[src/rtl/game_state_ctrl.sv]
// rtl/game_state_ctrl.sv - snake game state controller: start, countdown, run, pause, respawn, end.
// One down-counter times COUNTDOWN, RESPAWN and the END_GAME button hold-off.
module game_state_ctrl #(
  parameter int LIVES            = 3,
  parameter int COUNTDOWN_CYCLES = 3,
  parameter int RESPAWN_CYCLES   = 2,
  parameter int END_HOLD_CYCLES  = 4,
  parameter int CNT_W            = 16
) (
  input  logic       clk,
  input  logic       nrst,
  input  logic       button,
  input  logic       badCollision,
  input  logic [1:0] gameMode,
  output logic [2:0] state,
  output logic [2:0] lives_left,
  output logic [1:0] mode_latched,
  output logic       restart_pulse,
  output logic       run_en
);

  typedef enum logic [2:0] {
    S_WAIT      = 3'd0,
    S_COUNTDOWN = 3'd1,
    S_RUN       = 3'd2,
    S_PAUSE     = 3'd3,
    S_RESPAWN   = 3'd4,
    S_END       = 3'd5
  } state_t;

  localparam logic [CNT_W-1:0] CD_LOAD  = CNT_W'(COUNTDOWN_CYCLES - 1);
  localparam logic [CNT_W-1:0] RS_LOAD  = CNT_W'(RESPAWN_CYCLES - 1);
  localparam logic [CNT_W-1:0] EH_LOAD  = CNT_W'(END_HOLD_CYCLES - 1);
  localparam logic [CNT_W-1:0] CNT_ONE  = CNT_W'(1);
  localparam logic [2:0]       LIVES_INIT = 3'(LIVES);

  state_t           st;
  logic [CNT_W-1:0] timer;
  logic             btn_q;
  logic             end_ready;
  logic             press;
  logic [1:0]       mode_eff;

  assign state    = st;
  assign press    = button & ~btn_q;
  assign mode_eff = (gameMode == 2'b11) ? 2'b01 : gameMode;

  always_ff @(posedge clk or negedge nrst) begin
    if (!nrst) begin
      st            <= S_WAIT;
      lives_left    <= 3'd0;
      mode_latched  <= 2'b01;
      restart_pulse <= 1'b0;
      run_en        <= 1'b0;
      timer         <= '0;
      btn_q         <= 1'b1;
      end_ready     <= 1'b0;
    end else begin
      btn_q         <= button;
      restart_pulse <= 1'b0;
      case (st)
        S_WAIT: begin
          if (press) begin
            st            <= S_COUNTDOWN;
            timer         <= CD_LOAD;
            mode_latched  <= mode_eff;
            lives_left    <= (mode_eff == 2'b10) ? 3'd1 : LIVES_INIT;
            restart_pulse <= 1'b1;
          end
        end
        S_COUNTDOWN: begin
          if (timer == '0) begin
            st     <= S_RUN;
            run_en <= 1'b1;
          end else begin
            timer <= timer - CNT_ONE;
          end
        end
        S_RUN: begin
          if (badCollision) begin
            run_en <= 1'b0;
            if (lives_left > 3'd1) begin
              lives_left <= lives_left - 3'd1;
              st         <= S_RESPAWN;
              timer      <= RS_LOAD;
            end else begin
              lives_left <= 3'd0;
              st         <= S_END;
              timer      <= EH_LOAD;
              end_ready  <= 1'b0;
            end
          end else if (press) begin
            st     <= S_PAUSE;
            run_en <= 1'b0;
          end
        end
        S_PAUSE: begin
          if (press) begin
            st     <= S_RUN;
            run_en <= 1'b1;
          end
        end
        S_RESPAWN: begin
          if (timer == '0) begin
            st            <= S_COUNTDOWN;
            timer         <= CD_LOAD;
            restart_pulse <= 1'b1;
          end else begin
            timer <= timer - CNT_ONE;
          end
        end
        S_END: begin
          // The counter reaches zero during the last held-off cycle; presses count from the next one.
          if (end_ready && press) begin
            st        <= S_WAIT;
            end_ready <= 1'b0;
          end else if (timer == '0) begin
            end_ready <= 1'b1;
          end else begin
            timer <= timer - CNT_ONE;
          end
        end
        default: begin
          st        <= S_WAIT;
          run_en    <= 1'b0;
          timer     <= '0;
          end_ready <= 1'b0;
        end
      endcase
    end
  end

endmodule

[config.mk]
export PLATFORM = sky130hd
export DESIGN_NAME = game_state_ctrl
export DESIGN_NICKNAME = d
export VERILOG_FILES = /design/src/rtl/game_state_ctrl.sv
export SDC_FILE = /design/constraint.sdc
export NUM_CORES = 1
export LEC_CHECK = 0
export BUFFER_PORTS_ARGS = -buffer_cell sky130_fd_sc_hd__buf_2
export CORE_ASPECT_RATIO = 1.1
export CORE_MARGIN = 1.5
export CORE_UTILIZATION = 40
export DETAILED_ROUTE_END_ITERATION = 8
export PLACE_DENSITY = 0.56
export SLEW_MARGIN = 20
export SYNTH_ARGS = -nofsm -noshare
export SYNTH_HDL_FRONTEND = slang
export SYNTH_SLANG_ARGS = --single-unit
[constraint.sdc]
create_clock -name clk -period 6 [get_ports clk]
set_clock_uncertainty 0.1 [all_clocks]
set_input_delay 0 -clock clk [delete_from_list [all_inputs] [get_ports clk]]
set_output_delay 0 -clock clk [all_outputs]
set_load 0.02 [all_outputs]
Word level (Yosys, flattened, before mapping)
Index checks and enable logic that the tools add are counted.
- memories kept: 0
- input bits: 6
- latch bits: 0
- bits in registers: 28
- bits in writable memories: 0
- bits in read-only memories: 0
- output and inout port bits: 10
- bitwise gates (word level): 5
- reductions and logical operators: 12
- magnitude comparators: 1
- divide/modulo/power cells: 0
- add/sub/neg operators: 2
- shift operators: 0
- equal/unequal tests: 17
- multiply operators: 0
- mux-type cells: 34
- operators by type and width (kind ; number):
    case mux 16 bit (6 select lines) ; 1
    two-way mux 16 bit ; 5
    two-way mux 3 bit ; 10
    case mux 3 bit (6 select lines) ; 1
    zero test 16 bit ; 1
    inequality test 2 bit, second input constant ; 8
    subtractor 16 x 1 -> 16 bit, second input constant ; 1
    AND reduction 4 bit ; 3
    two-way mux 1 bit ; 10
    equality test 3 x 2 -> 1 bit, second input constant ; 2
    equality test 3 bit, second input constant ; 2
    two-way mux 2 bit ; 3
    inequality test 3 bit, second input constant ; 2
    case mux 3 bit (2 select lines) ; 1
    AND reduction 6 bit ; 1
    equality test 2 bit, second input constant ; 2
    NOT 1 bit ; 4
    case mux 1 bit (4 select lines) ; 1
    OR reduction 4 bit ; 1
    equality test 3 x 1 -> 1 bit, second input constant ; 1
    > comparator 3 x 1 -> 1 bit, second input constant ; 1
    zero test 3 bit ; 1
    case mux 1 bit (3 select lines) ; 1
    AND reduction 3 bit ; 1
    other kinds (7) ; 7

Depth between registers and ports, before layout
Gate-level depths: netlist of run 1.
- word-level depth: 6
- mapped depth: 8
- mapped depth without buffers: 7

Least setup slack after synthesis of run 1
OpenSTA, ideal clock, no wires.
- path kind: register -> register
- from: register timer[0]
- to: register timer[10]
- required time: 5.774 ns
- data arrival time: 1.958 ns
- stages on the path, launching flop included: 9
- path buffers: 1
- setup time: 0.126 ns
- clock period less this slack: 2.184 ns
- path slack: 3.816 ns
- path through: dfrtp_1 inv_1 ha_1 or4b_1 nor3_4 a31oi_2 buf_6 o311a_1 a221o_1
- cells in the longest elaborated chain, start to end: 4
- ends and longest elaborated chain (element ; line ; text):
    start, declared ; 38 ; logic [CNT_W-1:0] timer;
    start signal, assigned ; 76 ; timer <= timer - CNT_ONE;
    start signal, assigned ; 109 ; timer <= timer - CNT_ONE;
    start signal, assigned ; 120 ; timer <= timer - CNT_ONE;
    subtractor 16 x 1 -> 16 bit or zero test 16 bit (tied branches) ; -- ;
    two-way mux 16 bit ; 72, 117 ;
    two-way mux 16 bit ; 114 ; if (end_ready && press) begin
    case mux 16 bit (6 select lines) (*) ; 61 ; case (st)
Every way passes the cells marked *; elsewhere a longest branch is shown, timed or not. The select of a mux whose other input is x is not followed.
A chain may end at the register's enable or synchronous reset.

Final worst setup path of run 1
- from: register timer[0]
- to: register timer[3]
Same word-level chain as after synthesis.

==> results.yml, run 1 <==
power_and_ir_drop:
  power.density_nw_per_um2: 158
  p_sw_mw: 0.0654
  p_comb_share_pct: 3.2
  p_sw_share_pct: 20.6
  leakage_nw: 0.846
  vdd_drop_max_mv: 0.0720
  seqPwrFrac_pct: 59.7
  intPower_mw: 0.252
  clkPwrFrac_pct: 37.1
floorplan:
  num_rows: 25
  dieArea_um2: 4930
  start_util_pct: 41.8
  die_y_um: 73.5
  core_area_um2: 4320
  io_pins: 16
  fp.dieW_um: 67.1
synth:
  ys_warn_count: 0
  synth.net_count: 205
  synthXorXnorAreaFrac_pct: 0
  ys_ff_latch: 28
  synth_flop_cell: "dfrtp_1"
  ys_seq_area_share_pct: 38.9
  synthAdderAreaFrac_pct: 2.77
  synthArstFlopShare_pct: 100
  synthMuxAreaShare_pct: 1.25
  synth_edf_count: 0
  synth-compound-area-share_pct: 27.6
  syn_avg_cell_area_um2: 9.26
  synth_top_family_by_area: "compound AO/OA/AOI/OAI gates"
  ys_types: 59
  synthSimpleGateAreaFrac_pct: 24.1
  synth_cells: 195
  synth_area_um2: 1810
place:
  hpwl_um: 2930
  numPortBuffers: 15
  placedCellCount: 255
  dpl_cell_area_um2: 1900
  place_congestion: 0.765
finish:
  syn2layout_area_growth_pct: 10.9
  final_cell_mix: "dfrtp_1 (26), a31oi_1 (16), nand2_1 (15), buf_2 (15), inv_1 (13)"
  post_layout_nonfiller_instances: 263
  final_common_cell: "dfrtp_1"
  drive_gt1_share_pct: 19.1
  fin_area_um2: 2000
  post-route-util_pct: 46.4
  antenna_cells: 0
  nets: 220
timing:
  max_freq_ghz: 0.389
  max_slew.worst_pin.slew_ns: 0.744
  finalCriticalPeriod_ns: 2.57
  slew_viol_final: 0
  rsz0062_at_grt: "false"
  setup_viol: 0
  tns_ns: 0
  slew_headroom_pct: 50.4
  fin_crit_sh_pct: 42.9
  hold_viol_final: 0
global_route:
  grt_max_degree: 29
  grt_usage_pct: 18.6
  overflow: 0
  grt_pass1_vias: 1567
  grt_pass1_wl_um: 7090
  antenna_found_initial: 0
setup_path:
  crit_start: "timer[0]"
  cp_slowest_cell: "or4b_1"
  cp-start-kind: "register"
  reg2reg_from: "timer[0]"
  ff2ff_path_depth: 7
  cpLargestDelayFamily: "simple AND/OR/NAND/NOR gates"
  worstPathCellList: "inv_1 -> ha_1 -> or4b_1 -> nor3_4 -> and2_1 -> a31oi_4 -> a31oi_1"
  endpoint_kind: "register"
  arrival_ns: 2.67
  timing.rr.end: "timer[3]"
  slowest_delay_ns: 0.50
  worstPathRequired_ns: 6.10
  path_buf_inv: 1
  r2r_slack_ns: 3.43
  cp_max_fo: 10
  worstSetupPathType: "reg2reg"
clock_tree:
  cts_made_buffers: 3
  cts_max_path_buffers: 2
  cts-resized-gates: 0
  clock_sinks: 28
  cts_tree: "built"
  root_buffer: "clkbuf_8"
  htreeDepth: 1
  clock_latency_ns: 0.27
  cts.reportedPaths.clkPinSlew_ns: 0.09
min_path:
  min_delay_path_depth: 3
  holdPathEnd: "mode_latched[1]"
  hold_path.startpoint: "gameMode[1]"
  min_path_type: "in2reg"
drt:
  dr.pass1.iters: 4
  drt_iter0_markers: 117
  post_drt_wl_per_cell_um: 16.1
  via_per_inst: 6.10
  ant_nets: 0
  vias: 1604
  drc: 0
  wl_um: 4230
run:
  cap_violations: 0
run_status:
  status: "finished, final reports clean"
## area by class of cell
class / instances / area [µm²]
Tap cell: 54 / 67.6
Fill cell: 428 / 2310
Multi-Input combinational cell: 145 / 1010
Inverter: 13 / 48.8
Sequential cell: 28 / 703
Clock buffer: 4 / 55.1
Timing Repair Buffer: 19 / 115
## kinds of logic after synthesis
logic type	after synthesis
buffers and inverters	22
muxes	2
DFF	28
AOI/OAI and AO/OA	65
and+or+nand+nor	74
adders and majority gates	4
## worst register-to-register path, cell delays in order (launching register included)
cell	delay [ns]
dfrtp_1	0.43
inv_1	0.14
ha_1	0.17
or4b_1	0.50
nor3_4	0.24
and2_1	0.43
a31oi_4	0.24
a31oi_1	0.24
## metal layers
layer | track usage (%) | part of all wire [%] | vias to the layer above
li1 | - | - | 774
met1 | 23.7 | 46 | 794
met2 | 32.9 | 51 | 32
met3 | 1.84 | 2.6 | 4
met4 | 5.44 | 1.0 | 0
met5 | 0 | 0 | -
## what timing repair did
item | in CTS | in global routing
endpoints found under the hold margin | 29 | 0
hold buffers | 4 | 0
setup buffers | 0 | 0
## cells in the mapped netlist, types with 4 or more instances
library cell	instances	area share (%)
a31oi_1	16	5.5
clkbuf_1	5	1.0
dfrtp_1	26	36
ha_1	4	2.8
inv_1	13	2.7
nand2_1	15	3.1
nand2b_1	5	1.7
nand3_1	5	1.4
nor2_1	11	2.3
nor2b_1	4	1.4
nor3_1	6	1.7
o21ai_0	7	1.9
## registers in the layout, summed over array words and instances (netlist names)
name,flops
timer,16
lives_left,3
state,3
mode_latched,2
btn_q,1
end_ready,1
restart_pulse,1
run_en,1
## stage by stage
step	worst slack, ns	total power, mW	hold WS, ns
6_report	3.43	0.317	0.0314
2_1_floorplan	3.82	0.195	-0.396
4_1_cts	3.43	0.323	0.0322
3_3_place_gp	3.50	0.201	-0.0421
3_5_place_dp	3.46	0.202	-0.0260
5_1_grt	3.28	0.332	0.0672
## worst max-delay path by stage
stage / endpoint / slack, ns / cells after the start
CTS: timer[3] / 3.43 / 7
floorplan: timer[10] / 3.82 / 8
global route: timer[11] / 3.28 / 7
global placement: timer[15] / 3.50 / 7
detailed placement: timer[12] / 3.46 / 5
finish: timer[3] / 3.43 / 7
## power by group through the flow
stage	Combinational [mW]	Sequential [mW]	Clock (mW)
6_report	0.0102	0.189	0.117
5_1_grt	0.0117	0.189	0.131
3_3_place_gp	0.00834	0.193	0
3_5_place_dp	0.00855	0.193	0
2_1_floorplan	0.00180	0.193	0
4_1_cts	0.0105	0.189	0.124
Power figures use the tool's default switching activity.
==> run 2, diff against run 1 <==
Clock period 6 ns to 2.5 ns, I/O delays scaled along.
==> run 2 against run 1 <==
Sequential cell count stayed put. Die area stayed put. Non-clock buffer count is 15 higher. Clock-buffer cell count is 1 lower.
==> results.yml, run 2 (same netlist as run 1, synthesis figures left out) <==
power_and_ir_drop:
  power.density_nw_per_um2: 345
  clkPwrFrac_pct: 34.7
  p_sw_mw: 0.162
  p_sw_share_pct: 22.1
  leakage_nw: 0.933
  p_comb_share_pct: 3.3
  vdd_drop_max_mv: 0.215
  intPower_mw: 0.572
  seqPwrFrac_pct: 62.0
global_route:
  grt_pass1_wl_um: 7760
  grt_max_degree: 29
  grt_pass1_vias: 1658
  overflow: 0
  grt_usage_pct: 20.6
  antenna_found_initial: 0
finish:
  syn2layout_area_growth_pct: 17.8
  fin_area_um2: 2130
  final_common_cell: "dfrtp_1"
  antenna_cells: 0
  regArea_um2: 703
  multi_input_area_um2: 1040
  final_cell_mix: "dfrtp_1 (26), nand2_1 (15), a31oi_1 (15), buf_2 (15), buf_4 (15)"
  largest_reg_flops: 16
  nets: 235
  drive_gt1_share_pct: 25.6
  nFillCells: 419
  regMostFlops: "timer"
drt:
  wl_um: 4620
  dr.pass1.iters: 5
  ant_nets: 0
  drc: 0
  via_per_inst: 6.00
  drt_iter0_markers: 110
  post_drt_wl_per_cell_um: 16.7
  vias: 1663
setup_path:
  endpoint_kind: "register"
  cp-start-kind: "register"
  worstPathCellList: "inv_1 -> ha_1 -> or4b_1 -> nor3_4 -> and2_4 -> a31oi_4 -> a31oi_1"
  slowest_delay_ns: 0.48
  arrival_ns: 2.49
  cp_max_fo: 10
  cp_slowest_cell: "or4b_1"
  worstPathRequired_ns: 2.60
  worstSetupPathType: "reg2reg"
place:
  dp_slack_ns: 0.0266
  dpl_cell_area_um2: 1980
  place_congestion: 0.911
  numPortBuffers: 15
  hpwl_um: 3300
timing:
  setup_viol: 0
  fin_crit_sh_pct: 95.6
  slew_headroom_pct: 50.4
  layout_setup_ws_ns: 0.110
  hold_viol_final: 0
  max_slew.worst_pin.slew_ns: 0.743
  holdWs_ns: 0.0428
  slew_viol_final: 0
  finalCriticalPeriod_ns: 2.39
  max_freq_ghz: 0.418
floorplan:
  num_rows: 25
  dieArea_um2: 4930
  die_y_um: 73.5
  core_area_um2: 4320
  fp.dieW_um: 67.1
  io_pins: 16
  start_util_pct: 41.8
clock_tree:
  cts_max_path_buffers: 2
  cts_tree: "built"
  cts.reportedPaths.clkPinSlew_ns: 0.10
  clock_latency_ns: 0.28
  htreeDepth: 1
  clock_sinks: 28
  root_buffer: "clkbuf_8"
  cts_made_buffers: 3
run_status:
  status: "finished, final reports clean"
min_path:
  min_path_type: "in2reg"
run:
  cap_violations: 0
-- run 2: changes by cell type in the layout (fill, tap and decap cells not counted), sizes merged --
cell	delta
buf	+15
clkbuf	-1
-- run 2: per-stage QoR --
stage	instances	util (%)	power, mW	TNS, ns
2_1_floorplan	195	-	0.468	0
3_3_place_gp	266	45.9	0.483	0
3_5_place_dp	266	45.9	0.484	0
4_1_cts	273	47.8	0.742	0
5_1_grt	277	49.3	0.761	-0.00129
6_report	277	49.3	0.733	0
-- run 2: worst paths after layout --
path	startpoint	to	slack [ns]	cells past startpoint
worst min register to register	run_en	run_en	0.43	1
worst max-delay path	timer[0]	timer[9]	0.11	7
max in group asynchronous	nrst	mode_latched[1]	1.72	2
min in group asynchronous	nrst	timer[14]	0.17	2
worst max register to register	timer[0]	timer[9]	0.11	7
worst min-delay path	gameMode[1]	mode_latched[1]	0.04	3
-- run 2: power by group through the flow --
| stage | registers (mW) | logic [mW] | clock network (mW) |
|---|---|---|---|
| finish | 0.455 | 0.0245 | 0.254 |
| detailed placement | 0.463 | 0.0206 | 0 |
| floorplan | 0.463 | 0.00433 | 0 |
| global placement | 0.463 | 0.0196 | 0 |
| CTS | 0.455 | 0.0254 | 0.262 |
| global route | 0.455 | 0.0282 | 0.278 |
-- run 2: area by class of cell --
class	instances	share of cell area (%)
multi-input combinational	145	48.8
sequential	28	33.1
timing repair buffer	34	10.7
tap	54	3.18
inverter	13	2.29
clock buffer	3	1.94
-- run 2: per-layer routing --
metal	global-route usage (%)	wire length (µm)
met4	7.94	42
met1	24.1	2000
met5	0	0
met3	3.06	194
met2	37.3	2380
-- run 2: timing repair --
action / in CTS / in global routing
resized for setup: 0 / 6
endpoints found under the setup margin: 0 / 14
endpoints found under the hold margin: 29 / 0
hold buffers: 4 / 0
setup buffers: 0 / 4
-- run 2: critical path, delay by kind of cell, from the launching register on --
family,cells,cell delay [ns]
AO/OA/AOI/OAI,2,0.43
flip-flops,1,0.43
adder cells (fa/ha/maj),1,0.15
buffers and inverters,1,0.14
AND/OR/NAND/NOR,3,1.05
